### src/rtl/uart_rx_core.sv
// UART receiver: start/DATA_BITS data (LSB first)/stop frames from an asynchronous rx line,
// presented on a valid/ready interface with framing-error and overrun pulses.
module uart_rx_core #(
   parameter int unsigned CLKS_PER_BIT = 868,
   parameter int unsigned DATA_BITS    = 8
) (
   input  logic                 clk,
   input  logic                 reset,
   input  logic                 rx,
   output logic [DATA_BITS-1:0] rx_data,
   output logic                 rx_valid,
   input  logic                 rx_ready,
   output logic                 frame_err,
   output logic                 overrun,
   output logic                 busy
);

   localparam int unsigned CW = (CLKS_PER_BIT > 1) ? $clog2(CLKS_PER_BIT) : 1;
   localparam int unsigned BW = $clog2(DATA_BITS);
   localparam logic [CW-1:0] CNT_MAX  = CW'(CLKS_PER_BIT - 1);
   localparam logic [CW-1:0] CNT_HALF = CW'(CLKS_PER_BIT / 2 - 1);
   localparam logic [BW-1:0] BIT_MAX  = BW'(DATA_BITS - 1);

   typedef enum logic [2:0] {
      ST_IDLE,
      ST_START,
      ST_DATA,
      ST_STOP,
      ST_BREAK
   } state_t;

   state_t               r_state;
   state_t               w_state_nxt;
   logic                 r_rx_meta;
   logic                 r_rx_s;
   logic [CW-1:0]        r_clk_cnt;
   logic [BW-1:0]        r_bit_cnt;
   logic [DATA_BITS-1:0] r_shift;
   logic [DATA_BITS-1:0] r_rx_data;
   logic                 r_rx_valid;
   logic                 r_frame_err;
   logic                 r_overrun;
   logic                 r_deliver;
   logic                 w_cnt_clr;
   logic                 w_sample;
   logic                 w_stop_ok;
   logic                 w_stop_bad;

   always_ff @(posedge clk or posedge reset) begin
      if (reset) begin
         r_rx_meta <= 1'b1;
         r_rx_s    <= 1'b1;
      end else begin
         r_rx_meta <= rx;
         r_rx_s    <= r_rx_meta;
      end
   end

   always_ff @(posedge clk or posedge reset) begin
      if (reset) begin
         r_state <= ST_IDLE;
      end else begin
         r_state <= w_state_nxt;
      end
   end

   always_comb begin
      w_state_nxt = r_state;
      w_cnt_clr   = 1'b0;
      w_sample    = 1'b0;
      w_stop_ok   = 1'b0;
      w_stop_bad  = 1'b0;
      case (r_state)
         ST_IDLE: begin
            if (!r_rx_s) begin
               w_state_nxt = ST_START;
               w_cnt_clr   = 1'b1;
            end
         end
         ST_START: begin
            // A start bit that is already high again at its midpoint is treated as a glitch
            if (r_clk_cnt == CNT_HALF) begin
               w_cnt_clr   = 1'b1;
               w_state_nxt = r_rx_s ? ST_IDLE : ST_DATA;
            end
         end
         ST_DATA: begin
            if (r_clk_cnt == CNT_MAX) begin
               w_cnt_clr = 1'b1;
               w_sample  = 1'b1;
               if (r_bit_cnt == BIT_MAX) begin
                  w_state_nxt = ST_STOP;
               end
            end
         end
         ST_STOP: begin
            if (r_clk_cnt == CNT_MAX) begin
               w_cnt_clr = 1'b1;
               if (r_rx_s) begin
                  w_stop_ok   = 1'b1;
                  w_state_nxt = ST_IDLE;
               end else begin
                  w_stop_bad  = 1'b1;
                  w_state_nxt = ST_BREAK;
               end
            end
         end
         ST_BREAK: begin
            if (r_rx_s) begin
               w_cnt_clr   = 1'b1;
               w_state_nxt = ST_IDLE;
            end
         end
         default: begin
            w_state_nxt = ST_IDLE;
            w_cnt_clr   = 1'b1;
         end
      endcase
   end

   always_ff @(posedge clk or posedge reset) begin
      if (reset) begin
         r_clk_cnt <= '0;
         r_bit_cnt <= '0;
         r_shift   <= '0;
      end else begin
         if (w_cnt_clr || r_state == ST_IDLE || r_state == ST_BREAK) begin
            r_clk_cnt <= '0;
         end else begin
            r_clk_cnt <= r_clk_cnt + CW'(1);
         end
         if (w_sample) begin
            r_shift[r_bit_cnt] <= r_rx_s;
            r_bit_cnt          <= (r_bit_cnt == BIT_MAX) ? '0 : r_bit_cnt + BW'(1);
         end else if (r_state != ST_DATA) begin
            r_bit_cnt <= '0;
         end
      end
   end

   // Delivery happens the cycle after the stop sample; the shift register is idle until then
   always_ff @(posedge clk or posedge reset) begin
      if (reset) begin
         r_rx_data   <= '0;
         r_rx_valid  <= 1'b0;
         r_frame_err <= 1'b0;
         r_overrun   <= 1'b0;
         r_deliver   <= 1'b0;
      end else begin
         r_frame_err <= w_stop_bad;
         r_deliver   <= w_stop_ok;
         r_overrun   <= 1'b0;
         if (r_deliver) begin
            if (!r_rx_valid || rx_ready) begin
               r_rx_data  <= r_shift;
               r_rx_valid <= 1'b1;
            end else begin
               r_overrun <= 1'b1;
            end
         end else if (r_rx_valid && rx_ready) begin
            r_rx_valid <= 1'b0;
         end
      end
   end

   assign rx_data   = r_rx_data;
   assign rx_valid  = r_rx_valid;
   assign frame_err = r_frame_err;
   assign overrun   = r_overrun;
   assign busy      = (r_state != ST_IDLE);

endmodule

### config.mk
export PLATFORM = sky130hd
export DESIGN_NAME = uart_rx_core
export DESIGN_NICKNAME = d
export VERILOG_FILES = /design/src/rtl/uart_rx_core.sv
export SDC_FILE = /design/constraint.sdc
export NUM_CORES = 1
export LEC_CHECK = 0
export CORE_MARGIN = 1.5
export CORE_UTILIZATION = 50
export CTS_BUF_LIST = sky130_fd_sc_hd__clkbuf_4 sky130_fd_sc_hd__clkbuf_8 sky130_fd_sc_hd__clkbuf_16
export CTS_CLUSTER_DIAMETER = 40
export DETAILED_ROUTE_END_ITERATION = 12
export PLACE_DENSITY = 0.81
export SETUP_SLACK_MARGIN = 0.02
export SYNTH_ARGS = -nofsm -noshare
export SYNTH_HDL_FRONTEND = slang
export SYNTH_SLANG_ARGS = --single-unit
export TNS_END_PERCENT = 10
### constraint.sdc
create_clock -name clk -period 4.3 [get_ports clk]
set_clock_uncertainty 0.05 [all_clocks]
set_input_delay 0.86 -clock clk [delete_from_list [all_inputs] [get_ports clk]]
set_output_delay 0.86 -clock clk [all_outputs]
set_load 0.01 [all_outputs]
==> metrics.md <==
| Metric | Value |
|---|---|
| Critical path class | `register to output pin` |
| FFs w/ async S/R, synth | `100%` |
| CTS buffer count | `5` |
| Placed Cells | `207` |
| Tcrit/Tclk final | `58.7%` |
| Diode count | `0` |
| Post-Syn Area | `1760 um^2` |
| Io pins | `16` |
| Reg power frac | `63.0%` |
| Hold_ws | `0.314 ns` |
| Cell Int Power | `0.441 mW` |
| Met2 routed WL | `1410 um` |
| Post-route DRC | `0` |
| Worst r2r src | `r_clk_cnt[0]$_DFF_PP0_` |
| Yosys cell types | `38` |
| Fmax | `396 MHz` |
| Largest net degree at the start of global routing | `39` |
| Peak VDD IR | `0.179 mV` |
| FP Rows | `21` |
| Post-route ant nets | `0` |
| Longest Clk Path Bufs | `2` |
| Yosys top cell area share | `51.2%` |
| Worst-Margin Slew | `0.465 ns` |
| Leakage power | `0.934 nW` |
| Top_reg_cell synth | `dfrtp_1` |
| I/O Buffers | `15` |
| # setup viols final | `0` |
| Critical Path Start | `r_state[2]$_DFFE_PP0P_` |
| Via count | `1,099` |
| CTS clk-pin slew, worst paths | `0.12 ns` |
| Worst Setup End Kind | `output pin` |
| Syn_nets | `158` |
| Critical path peak fanout | `5` |
| DRT Pass-1 Iters | `4` |
| Post-DP Area | `1940 um^2` |
| Overall power | `0.573 mW` |
| GP Congestion | `0.718` |
| Area of the core | `3360 um^2` |
| Min Tclk post-route | `2.52 ns` |
| DP HPWL | `2100 um` |
| Worst-Skew Late Latency | `0.35 ns` |
| H-tree Lvls | `2` |
| Slew headroom | `69.0%` |
| Clk root buf | `clkbuf_4` |
| Min-delay worst type | `register to register` |
| Critical hold path startpoint | `r_rx_meta$_DFF_PP1_` |
| Clk pwr share | `35.2%` |
| Count leader, synth | `dfrtp_1` |
| Post_cts resized | `0` |
| Post-route cell area | `2010 um^2` |
| Share of layout cells above drive strength 1 | `20.1%` |
| Grt ovf | `0` |
| Setup ws final | `1.78 ns` |
| Avg Cell Area, Syn | `11.7 um^2` |
| Buffer count from post-CTS setup fixing | `0` |
| RSZ-0062 raised after global routing | `no` |
| Post-synthesis sequential area ratio | `54.2%` |
| FF+latch area | `953 um^2` |
| Post-Route Setup TNS | `0 ns` |
| Max-Cap Viols | `0` |
| NetSw | `0.132 mW` |
| Initial Util | `52.3%` |
| Setup crit start kind | `register` |
| Yosys reg bits | `38` |
| Fillers | `307` |
| Worst slack, placed | `2.04 ns` |
| Largest area contributor in the netlist | `dfrtp_1` |
| Final WL | `2990 um` |
| Die area | `3890 um^2` |
| P&R area growth vs syn | `14.0%` |
| Initial antenna violation count | `0` |
| Max-slew violations | `0` |
| Pwr Density | `285 nW/um^2` |
| Post-Route Utilization | `59.7%` |
| Nets | `176` |
| Critical Path RT | `3.39 ns` |
| WL met3 | `116 um` |
| Hold buffers post-CTS | `0` |
| Cells after synthesis | `150` |
| CTS tree | `built` |
| Logic pwr share | `1.8%` |
| Vias in the first global route | `1,182` |
| WL per Instance | `13.9 um` |
| Final hold vios | `0` |
| Area contributors post-synth | `dfrtp_1, mux2_2, nor2_1` |
| DRT iter0 DRCs | `39` |
| First-pass GRT wire length | `5510 um` |
| Total GRT Usage | `18.1%` |
| Top sig layer | `met4` |
| Switch share | `23.0%` |
| Status | `complete, no violations` |
| Finished Layout Cells | `215` |
| Vias/cell | `5.11` |
| Crit path arrival time | `1.61 ns` |
| Wire length on met1 | `1410 um` |
| Die Span X | `62.3 um` |
| Chip height | `62.3 um` |
| Synth Warn # | `0` |
| Post-synth EDFFs | `0` |
| # clock sinks | `38` |
| Commonest cells in the netlist | `dfrtp_1, nor2_1, mux2_2, nand2_1` |
| Footprint of the multi-input gates | `756 um^2` |
## cells in the final DEF, fill, tap and decap left out, types with 2 or more instances in the layout
cell type	instances
nand3_1	4
clkdlybuf4s50_1	15
and3_1	2
a21oi_1	2
dfstp_2	2
clkbuf_4	5
nand2b_1	3
and4_1	2
mux2_2	16
dfrtp_1	36
nand4_1	5
nor3_1	2
xor2_1	5
xnor2_1	3
nor2_1	24
ha_1	4
inv_1	5
nand2_1	12
## power groups by stage
| stage | logic (mW) | registers, mW | clock network (mW) |
|---|---|---|---|
| after CTS | 0.0112 | 0.361 | 0.203 |
| after detailed placement | 0.0112 | 0.368 | 0 |
| after global placement | 0.0108 | 0.368 | 0 |
| final | 0.0105 | 0.361 | 0.201 |
| after global routing | 0.0126 | 0.361 | 0.222 |
| after floorplan | 0.00687 | 0.366 | 0 |
## cell families after synthesis
kind of cell,synth area share (%)
fa+ha+maj,2.84
simple gates,21.0
buf+inv,2.91
mux,10.8
flops,54.2
compound gates,4.26
xor+xnor,3.98
## routing by layer
layer	GRT usage, %	vias to the layer above
met5	0	-
met4	9.17	0
met3	4.17	6
met2	28.9	19
met1	23.3	526
li1	-	548
## final timing paths
kind	endpoint	slack (ns)	depth (start not counted)
min in group asynchronous	r_clk_cnt[8]$_DFF_PP0_	0.84	3
max in group asynchronous	r_rx_s$_DFF_PP1_	3.01	3
worst max-delay path	busy	1.78	3
worst min register to register	r_rx_s$_DFF_PP1_	0.31	0
worst max register to register	r_shift[0]$_DFFE_PP0P_	2.41	5
worst min-delay path	r_rx_s$_DFF_PP1_	0.31	0
## state kept, by name (all words and copies together), names as in the netlist, 3 cells and up
signal / flops
r_shift: 8
r_clk_cnt: 10
r_state: 3
r_bit_cnt: 3
rx_data: 8
## critical path: stages (launching register included)
cell and delay, ns:
dfrtp_1 0.44, nor2_1 0.27, nand2_1 0.08, clkdlybuf4s50_1 0.48
## layout make-up
class                           count  share of cell area (%)
Timing Repair Buffer               16                    7.86
Clock inverter                      2                   0.623
Sequential cell                    38                    47.5
Multi-Input combinational cell    102                    37.7
Clock buffer                        6                    2.56
Inverter                            5                   0.935
Tap cell                           46                    2.87
Power figures use the tool's default switching activity.
